File: config.mk
export PLATFORM = sky130hd
export DESIGN_NAME = ram_write_arbiter
export DESIGN_NICKNAME = d
export VERILOG_FILES = /design/src/rtl/ram_write_arbiter.sv
export SDC_FILE = /design/constraint.sdc
export NUM_CORES = 1
export LEC_CHECK = 0
export BUFFER_PORTS_ARGS = -buffer_cell sky130_fd_sc_hd__buf_4
export CORE_MARGIN = 3
export CORE_UTILIZATION = 35
export CTS_CLUSTER_DIAMETER = 40
export CTS_CLUSTER_SIZE = 28
export DETAILED_ROUTE_END_ITERATION = 10
export GPL_TIMING_DRIVEN = 0
export HOLD_SLACK_MARGIN = 0.05
export PLACE_DENSITY_LB_ADDON = 0.08
export SYNTH_ARGS = -nofsm -noshare
export SYNTH_HDL_FRONTEND = slang
export SYNTH_SLANG_ARGS = --single-unit
File: constraint.sdc
create_clock -name clk_i -period 2.7 [get_ports clk_i]
set_input_delay 0.405 -clock clk_i [delete_from_list [all_inputs] [get_ports clk_i]]
set_output_delay 0.405 -clock clk_i [all_outputs]
set_load 0.05 [all_outputs]
File: src/rtl/ram_write_arbiter.sv
// Round-robin arbiter that shares the ping-pong buffer write port between N_CH sources,
// granting whole BURST-word bursts and zero-padding a burst whose source stalls too long.
module ram_write_arbiter #(
    parameter int unsigned WIDTH   = 32,
    parameter int unsigned N_CH    = 4,
    parameter int unsigned BURST   = 4,
    parameter int unsigned TIMEOUT = 8,
    localparam int unsigned CH_W   = $clog2(N_CH)
) (
    input  logic                  clk_i,
    input  logic                  rst_i,
    input  logic [N_CH*WIDTH-1:0] ch_data_i,
    input  logic [N_CH-1:0]       ch_valid_i,
    output logic [N_CH-1:0]       ch_ready_o,
    output logic [WIDTH-1:0]      ram_data_o,
    output logic                  ram_valid_o,
    input  logic                  ram_ready_i,
    input  logic                  ram_frame_i,
    output logic [CH_W-1:0]       grant_ch_o,
    output logic                  grant_active_o,
    output logic                  burst_done_o,
    output logic                  pad_o,
    output logic [15:0]           frame_count_o
);

    localparam int unsigned BEAT_W = $clog2(BURST + 1);
    localparam int unsigned IDLE_W = $clog2(TIMEOUT + 1);

    typedef enum logic [1:0] {StIdle, StBusy, StPad} state_e;

    state_e            state_q, state_d;
    logic [CH_W-1:0]   grant_q, grant_d;
    logic [CH_W-1:0]   last_ch_q, last_ch_d;
    logic [BEAT_W-1:0] beat_q, beat_d;
    logic [IDLE_W-1:0] idle_q, idle_d;
    logic              burst_done_q, burst_done_d;
    logic [15:0]       frame_q;

    logic [WIDTH-1:0]  ch_words [N_CH];
    logic [CH_W-1:0]   next_ch;
    logic [CH_W-1:0]   idx_ch;
    logic              found;
    logic              beat;
    logic              last_beat;

    always_comb begin
        for (int unsigned c = 0; c < N_CH; c++) begin
            ch_words[c] = ch_data_i[c*WIDTH +: WIDTH];
        end
    end

    // First requester after the previously served channel, wrapping modulo N_CH.
    always_comb begin
        next_ch = last_ch_q;
        found   = 1'b0;
        idx_ch  = '0;
        for (int unsigned i = 1; i <= N_CH; i++) begin
            idx_ch = CH_W'((32'(last_ch_q) + i) % N_CH);
            if (!found && ch_valid_i[idx_ch]) begin
                found   = 1'b1;
                next_ch = idx_ch;
            end
        end
    end

    always_comb begin
        ram_valid_o    = 1'b0;
        ram_data_o     = '0;
        ch_ready_o     = '0;
        pad_o          = 1'b0;
        grant_active_o = 1'b0;
        unique case (state_q)
            StBusy: begin
                ram_valid_o         = ch_valid_i[grant_q];
                ram_data_o          = ch_words[grant_q];
                ch_ready_o[grant_q] = ram_ready_i;
                grant_active_o      = 1'b1;
            end
            StPad: begin
                ram_valid_o    = 1'b1;
                pad_o          = 1'b1;
                grant_active_o = 1'b1;
            end
            default: ;
        endcase
    end

    assign beat      = ram_valid_o && ram_ready_i;
    assign last_beat = (beat_q == BEAT_W'(BURST - 1));

    always_comb begin
        state_d      = state_q;
        grant_d      = grant_q;
        last_ch_d    = last_ch_q;
        beat_d       = beat_q;
        idle_d       = idle_q;
        burst_done_d = 1'b0;
        unique case (state_q)
            StIdle: begin
                if (found) begin
                    grant_d = next_ch;
                    beat_d  = '0;
                    idle_d  = '0;
                    state_d = StBusy;
                end
            end
            StBusy, StPad: begin
                if (beat) begin
                    idle_d = '0;
                    if (last_beat) begin
                        beat_d       = '0;
                        last_ch_d    = grant_q;
                        burst_done_d = 1'b1;
                        state_d      = StIdle;
                    end else begin
                        beat_d = beat_q + BEAT_W'(1);
                    end
                end else if (state_q == StBusy && ram_ready_i && !ch_valid_i[grant_q]) begin
                    // Idle cycles only count while the buffer could have accepted a word.
                    if (idle_q < IDLE_W'(TIMEOUT)) begin
                        idle_d = idle_q + IDLE_W'(1);
                    end
                    if (idle_q >= IDLE_W'(TIMEOUT - 1)) begin
                        state_d = StPad;
                    end
                end
            end
            default: state_d = StIdle;
        endcase
    end

    always_ff @(posedge clk_i or posedge rst_i) begin
        if (rst_i) begin
            state_q      <= StIdle;
            grant_q      <= '0;
            last_ch_q    <= CH_W'(N_CH - 1);
            beat_q       <= '0;
            idle_q       <= '0;
            burst_done_q <= 1'b0;
            frame_q      <= '0;
        end else begin
            state_q      <= state_d;
            grant_q      <= grant_d;
            last_ch_q    <= last_ch_d;
            beat_q       <= beat_d;
            idle_q       <= idle_d;
            burst_done_q <= burst_done_d;
            if (ram_frame_i) begin
                frame_q <= frame_q + 16'd1;
            end
        end
    end

    assign grant_ch_o    = grant_q;
    assign burst_done_o  = burst_done_q;
    assign frame_count_o = frame_q;

endmodule

==> reports/metrics.yaml, run 1 <==
hp-start: "ram_frame_i"
swShare_pct: 50.9
via_count: 2613
antenna_found_initial: 0
ctsHoldBuffers: 0
dp_hpwl_mm: 7.70
async_flop_share_pct: 100
crit_slowest_cell: "mux4_2"
cts_tree: "yes"
postCtsSetupBuffers: 0
startpoint_type: "register"
wl_per_cell_um: 17.8
fin_crit_ps: 2520
ant_nets: 0
synth_common_cells: "and2_1 (34), mux4_2 (33), dfrtp_1 (28), nand2_1 (14), inv_1 (10)"
syn_area_per_cell_um2: 11.4
grt_overflow: 0
rsz0062_at_grt: "false"
synth_edf_count: 0
p_int_mw: 2.12
htreeDepth: 2
yosysWarnings: 0
hold_depth: 2
power_switching_mw: 2.20
peakVddDrop_mv: 0.479
dp_cells: 510
finalSetupViolations: 0
power_density_nw_per_um2: 1020
synth-main-ff-cell: "dfrtp_1"
dieArea_um2: 8230
ioPinCount: 194
grt_max_degree: 31
grt_pass1_vias: 2587
start_util_pct: 36.6
path_max_fanout: 10
port_buffers: 193
relSlewSlack_pct: 26.3
synth_cell_types: 39
critical_path_class: "register to output port"
grt_use_total_pct: 22.5
p_comb_share_pct: 73.8
ys_seq_area_share_pct: 30.0
ff2ff_setup_slack_ps: 490
grt_pass1_wl_mm: 14.8
synth_seq_cells: 30
yosys.area.top_type: "mux4_2"
fp.dieW_um: 90.7
sequentialPowerShare_pct: 16.5
syn_area_um2: 2510
drv_cap: 0
synth_top_area_share_pct: 29.6
cts-root-buf: "clkbuf_8"
fmax_mhz: 397
clk_pin_slew_worst_paths_ps: 60
crit_buf_inv: 3
finalCritPeriodShare_pct: 93.2
power_leakage_nw: 2.09
fin_skew_ps: 4.53
hold_end: "frame_count_o[0]"
crit_required_ps: 2300
crit_chain: "buf_4 -> buf_4 -> mux4_2 -> and2_1 -> buf_4"
status: "complete, no violations"
total_power_mw: 4.31
core_um2: 6870
multi_input_area_um2: 1680
cts_buffers: 5
antenna-diode-count: 0
ff2ff_path_depth: 6
worst_ep_arrival_time_ps: 2110
crit_path_frequent_cell: "buf_4"
timing.setup.tns_ps: 0
clkPwrFrac_pct: 9.7
worstReg2RegStart: "state_q[1]"
end_kind: "output port"
hp-class: "input port to register"
register_area_um2: 753
fin_cells: 518
yosysMostFrequentCell: "and2_1"
worstReg2RegEnd: "idle_q[1]"
clock_sinks: 30
detail_route.drc_violations: 0
synth_cells: 221
finalWeightedCongestion: 0.807
fillCellCount: 628
drt_iter0_markers: 71
drive_gt1_share_pct: 59.0
cpPeakStageDelay_ps: 520
viasPerCell: 5.04
synthTopCellsByArea: "mux4_2 (30%), dfrtp_1 (28%), and2_1 (8.5%), ha_1 (3.5%), xnor2_1 (3.1%)"
nNetsFinal: 564
die_y_um: 90.7
rows: 30
report.final.slew_viol_count: 0
finalHoldViolations: 0
clk_path_buf_depth: 2
dr.pass1.iters: 4
worst_pin_slew_ps: 1100
crit_family: "buffers and inverters"
area_growth_pct: 67.6
postRouteWirelength_mm: 9.21
clock_latency_ps: 270
synth_fp_nets: 364
## power by group through the flow
stage	registers [mW]	logic [mW]	clock network, mW
global placement	0.715	3.15	0
global route	0.742	3.41	0.448
detailed placement	0.720	3.19	0
floorplan	0.918	2.08	0
finish	0.712	3.18	0.416
CTS	0.714	3.21	0.429
## cell usage in the layout (no fill, tap or decap), types with 2 or more instances in the layout
master	instances
dfstp_2	2
mux2_2	3
ha_1	7
o21ai_0	7
xor2_1	6
and2_1	34
nor4_1	2
buf_4	195
and3_1	7
nand3_1	8
mux2_1	2
nand4_1	4
inv_1	10
clkbuf_8	8
xnor2_1	9
clkbuf_2	4
clkbuf_1	4
mux4_2	33
dfrtp_1	28
a21oi_1	3
nand2_1	14
nand3b_1	2
nor2_1	8
a221o_1	2
nand2b_1	3
## area by class of cell
cell class | count | share of cell area (%)
Inverter | 10 | 0.891
Timing Repair Buffer | 193 | 34.4
Buffer | 11 | 1.45
Multi-Input combinational cell | 170 | 39.9
Tap cell | 96 | 2.85
Sequential cell | 30 | 17.9
Clock buffer | 8 | 2.61
## layer usage
metal	up-vias	share of wire, %	track usage, %
li1	1226	-	-
met1	1274	38	26.9
met2	100	51	38.9
met3	13	8.9	7.08
met4	0	1.8	6.38
met5	-	0	0
## state kept, by name, indices dropped and copies added (netlist names)
signal and count:
burst_done_o 1, beat_q 3, grant_ch_o 2, idle_q 4, state_q 2, last_ch_q 2
frame_count_o 16
## cells by family after synthesis
kind of cell	share of synthesized area [%]
simple gates	19.9
fa+ha+maj	3.48
compound gates	6.32
mux	31.8
flops	30.0
xor+xnor	5.23
buf+inv	3.29
## stage by stage
| step | hold WS, ps | area (um2) | utilization [%] | setup slack (ps) |
|---|---|---|---|---|
| 6_report | 356 | 4210 | 61.3 | 183 |
| 5_1_grt | 354 | 4210 | 61.3 | 26.7 |
| 4_1_cts | 345 | 4210 | 61.2 | 14.6 |
| 3_5_place_dp | 481 | 4090 | 59.5 | 191 |
| 3_3_place_gp | 461 | 4090 | 59.5 | 175 |
| 2_1_floorplan | 459 | 2520 | - | 4.75 |
## timing repair
| action | 4_1_cts | 5_1_grt |
|---|---|---|
| endpoints found under the hold margin | 0 | 0 |
| resized for setup | 4 | 6 |
| endpoints found under the setup margin | 24 | 24 |
## worst max path at each step
stage	depth (start not counted)	start	end	slack, ps
final	5	grant_ch_o[0]	ram_data_o[1]	180
after global routing	5	grant_ch_o[0]	ram_data_o[2]	30
after CTS	5	grant_ch_o[0]	ram_data_o[15]	10
after detailed placement	5	grant_ch_o[1]	ram_data_o[1]	190
after global placement	5	grant_ch_o[1]	ram_data_o[16]	170
after floorplan	2	grant_ch_o[0]	ch_ready_o[1]	5
No activity file was read; power rests on OpenSTA's default activity.
==> inputs of run 2 (changes only) <==
Settings changed: CORE_MARGIN 3 to unset.
Clock period 2.7 ns to 2.2 ns, I/O delays scaled along.
==> run 2 against run 1 <==
  * Clock skew hardly changed
  * First-iteration DRC count increased by 11%
  * Sequential power grew 23%
  * Wire length is 5.4% lower
  * Critical path depth unchanged
  * Clock-buffer cell count stayed put
==> reports/metrics.yaml, run 2 (same netlist as run 1, synthesis figures left out) <==
area_growth_pct: 78.2
antenna-diode-count: 0  # unchanged
dr.pass1.iters: 4  # unchanged
wl_per_cell_um: 16.7  # -6.3%
startpoint_type: "register"
crit_path_frequent_cell: "buf_12"
via_count: 2597  # -0.61%
core_um2: 6870  # unchanged
clk_pin_slew_worst_paths_ps: 60  # about the same
peakVddDrop_mv: 0.935  # +95%
end_kind: "output port"
fin_crit_ps: 2170
fillCellCount: 592  # -5.7%
hp-class: "input port to register"
rsz0062_at_grt: "true"
final_common_cell: "buf_4"
start_util_pct: 36.6  # unchanged
rows: 30  # unchanged
sequentialPowerShare_pct: 15.2  # -1.3 points
power_switching_mw: 2.85  # +30%
cpPeakStageDelay_ps: 540  # +20 ps
viasPerCell: 4.97  # -1.6%
htreeDepth: 2  # unchanged
finalWeightedCongestion: 0.841  # +4.2%
finalHoldViolations: 0  # unchanged
ant_nets: 0  # unchanged
fin_skew_ps: 4.51  # -0.0293 ps
power_leakage_nw: 2.18  # +4.3%
finalCritPeriodShare_pct: 98.5
critical_path_class: "register to output port"
grt_overflow: 0  # unchanged
drt_iter0_markers: 79  # +11%
drive_gt1_share_pct: 63.9  # +4.9 points
swShare_pct: 49.3  # -1.6 points
utilization_pct: 65.2  # +3.9 points
cts_tree: "yes"
worst_ep_arrival_time_ps: 1840  # -270 ps
largest_reg_flops: 16  # unchanged
crit_slowest_cell: "mux4_2"
finalSetupViolations: 0  # unchanged
timing.setup.tns_ps: 0  # unchanged
fmax_mhz: 461
detail_route.drc_violations: 0  # unchanged
clock_latency_ps: 270  # about the same
antenna_found_initial: 0  # unchanged
clock_sinks: 30  # unchanged
worst_pin_slew_ps: 1120  # +14.1 ps
grt_use_total_pct: 22.8  # +0.32 points
ioPinCount: 194  # unchanged
ctsHoldBuffers: 0  # unchanged
crit_required_ps: 1870  # -430 ps
grt_pass1_wl_mm: 13.1  # -11%
fp.dieW_um: 86.7  # -4.4%
whs_ps: 281  # -74.8 ps
clkPwrFrac_pct: 7.2  # -2.5 points
dieArea_um2: 7520  # -8.6%
die_y_um: 86.7  # -4.4%
power_density_nw_per_um2: 1290  # +26%
relSlewSlack_pct: 25.4  # -0.94 points
nNetsFinal: 569  # +0.89%
cts_buffers: 5  # unchanged
path_max_fanout: 6  # -4
dpl_cell_area_um2: 4110  # +0.64%
crit_chain: "buf_12 -> buf_12 -> mux4_2 -> and2_1 -> buf_6"
layout_common_cells: "buf_4 (174), mux4_2 (33), dfrtp_1 (26)"
p_int_mw: 2.93  # +38%
port_buffers: 193  # unchanged
dp_hpwl_mm: 7.05  # -8.5%
postRouteWirelength_mm: 8.71  # -5.4%
status: "complete, no violations"
report.final.slew_viol_count: 0  # unchanged
p_comb_share_pct: 77.6  # +3.8 points
grt_pass1_vias: 2641  # +2.1%
clk_path_buf_depth: 2  # unchanged
grt_max_degree: 31  # unchanged
stdcell_area_um2: 4480  # +6.3%
drv_cap: 0  # unchanged
cts-root-buf: "clkbuf_8"
==> run 2: changes by cell type in the layout (fill, tap and decap cells not counted), moves of 3 or more <==
| cell | change |
|---|---|
| buf_6 | +23 |
| buf_4 | -21 |
| and2_1 | -10 |
| and2_4 | +9 |
| buf_12 | +4 |
| clkbuf_8 | -3 |
==> run 2: power groups by stage <==
stage	clock network (mW)	registers [mW]	logic (mW)
5_1_grt	0.453	0.910	4.74
3_3_place_gp	0	0.876	3.94
6_report	0.413	0.879	4.48
4_1_cts	0.424	0.880	4.17
3_5_place_dp	0	0.878	3.97
2_1_floorplan	0	1.13	2.59
==> run 2: final timing paths <==
| check | slack (ps) | to | cells past startpoint | from |
|---|---|---|---|---|
| min reg2reg | 470 | frame_count_o[15] | 1 | frame_count_o[15] |
| min | 280 | frame_count_o[0] | 2 | ram_frame_i |
| max reg2reg | 140 | state_q[0] | 5 | grant_ch_o[0] |
| max | 30 | ram_data_o[3] | 5 | grant_ch_o[0] |
| min in group asynchronous | 350 | frame_count_o[9] | 2 | rst_i |
| max in group asynchronous | 1100 | grant_ch_o[0] | 2 | rst_i |
==> run 2: repair_timing <==
item	4_1_cts	5_1_grt
endpoints found under the hold margin	0	0
buffers inserted	1	2
pin swaps	0	1
endpoints found under the setup margin	33	37
resized for setup	24	35
gates cloned	0	2
==> run 2: critical path: cells and delay by family (launching register included) <==
kind | cells | cell delay, ps
and+or+nand+nor | 1 | 190
buffers and inverters | 3 | 420
DFF | 1 | 420
muxes | 1 | 540
==> run 2: layer usage <==
layer  vias up  track usage, %  share of wire, %
li1       1241               -                 -
met1      1225            26.8                39
met2       110            40.8                50
met3        21            6.00               8.2
met4         0            7.12               2.8
met5         -               0                 0
==> run 2: cell type report <==
type | count | area, um2 | share of cell area (%)
Inverter | 10 | 37.5 | 0.838
Tap cell | 96 | 120 | 2.68
Multi-Input combinational cell | 170 | 1750 | 39.1
Sequential cell | 30 | 756 | 16.9
Timing Repair Buffer | 198 | 1620 | 36.3
Buffer | 11 | 110 | 2.46
Clock buffer | 8 | 80.1 | 1.79
==> run 2: through the flow <==
step | power [mW] | setup WS [ps] | instances
5_1_grt | 6.11 | -23.4 | 523
3_3_place_gp | 4.82 | -15.6 | 510
6_report | 5.78 | 32.1 | 523
2_1_floorplan | 3.73 | 18.6 | 221
4_1_cts | 5.47 | 5.80 | 519
3_5_place_dp | 4.84 | -0.447 | 510
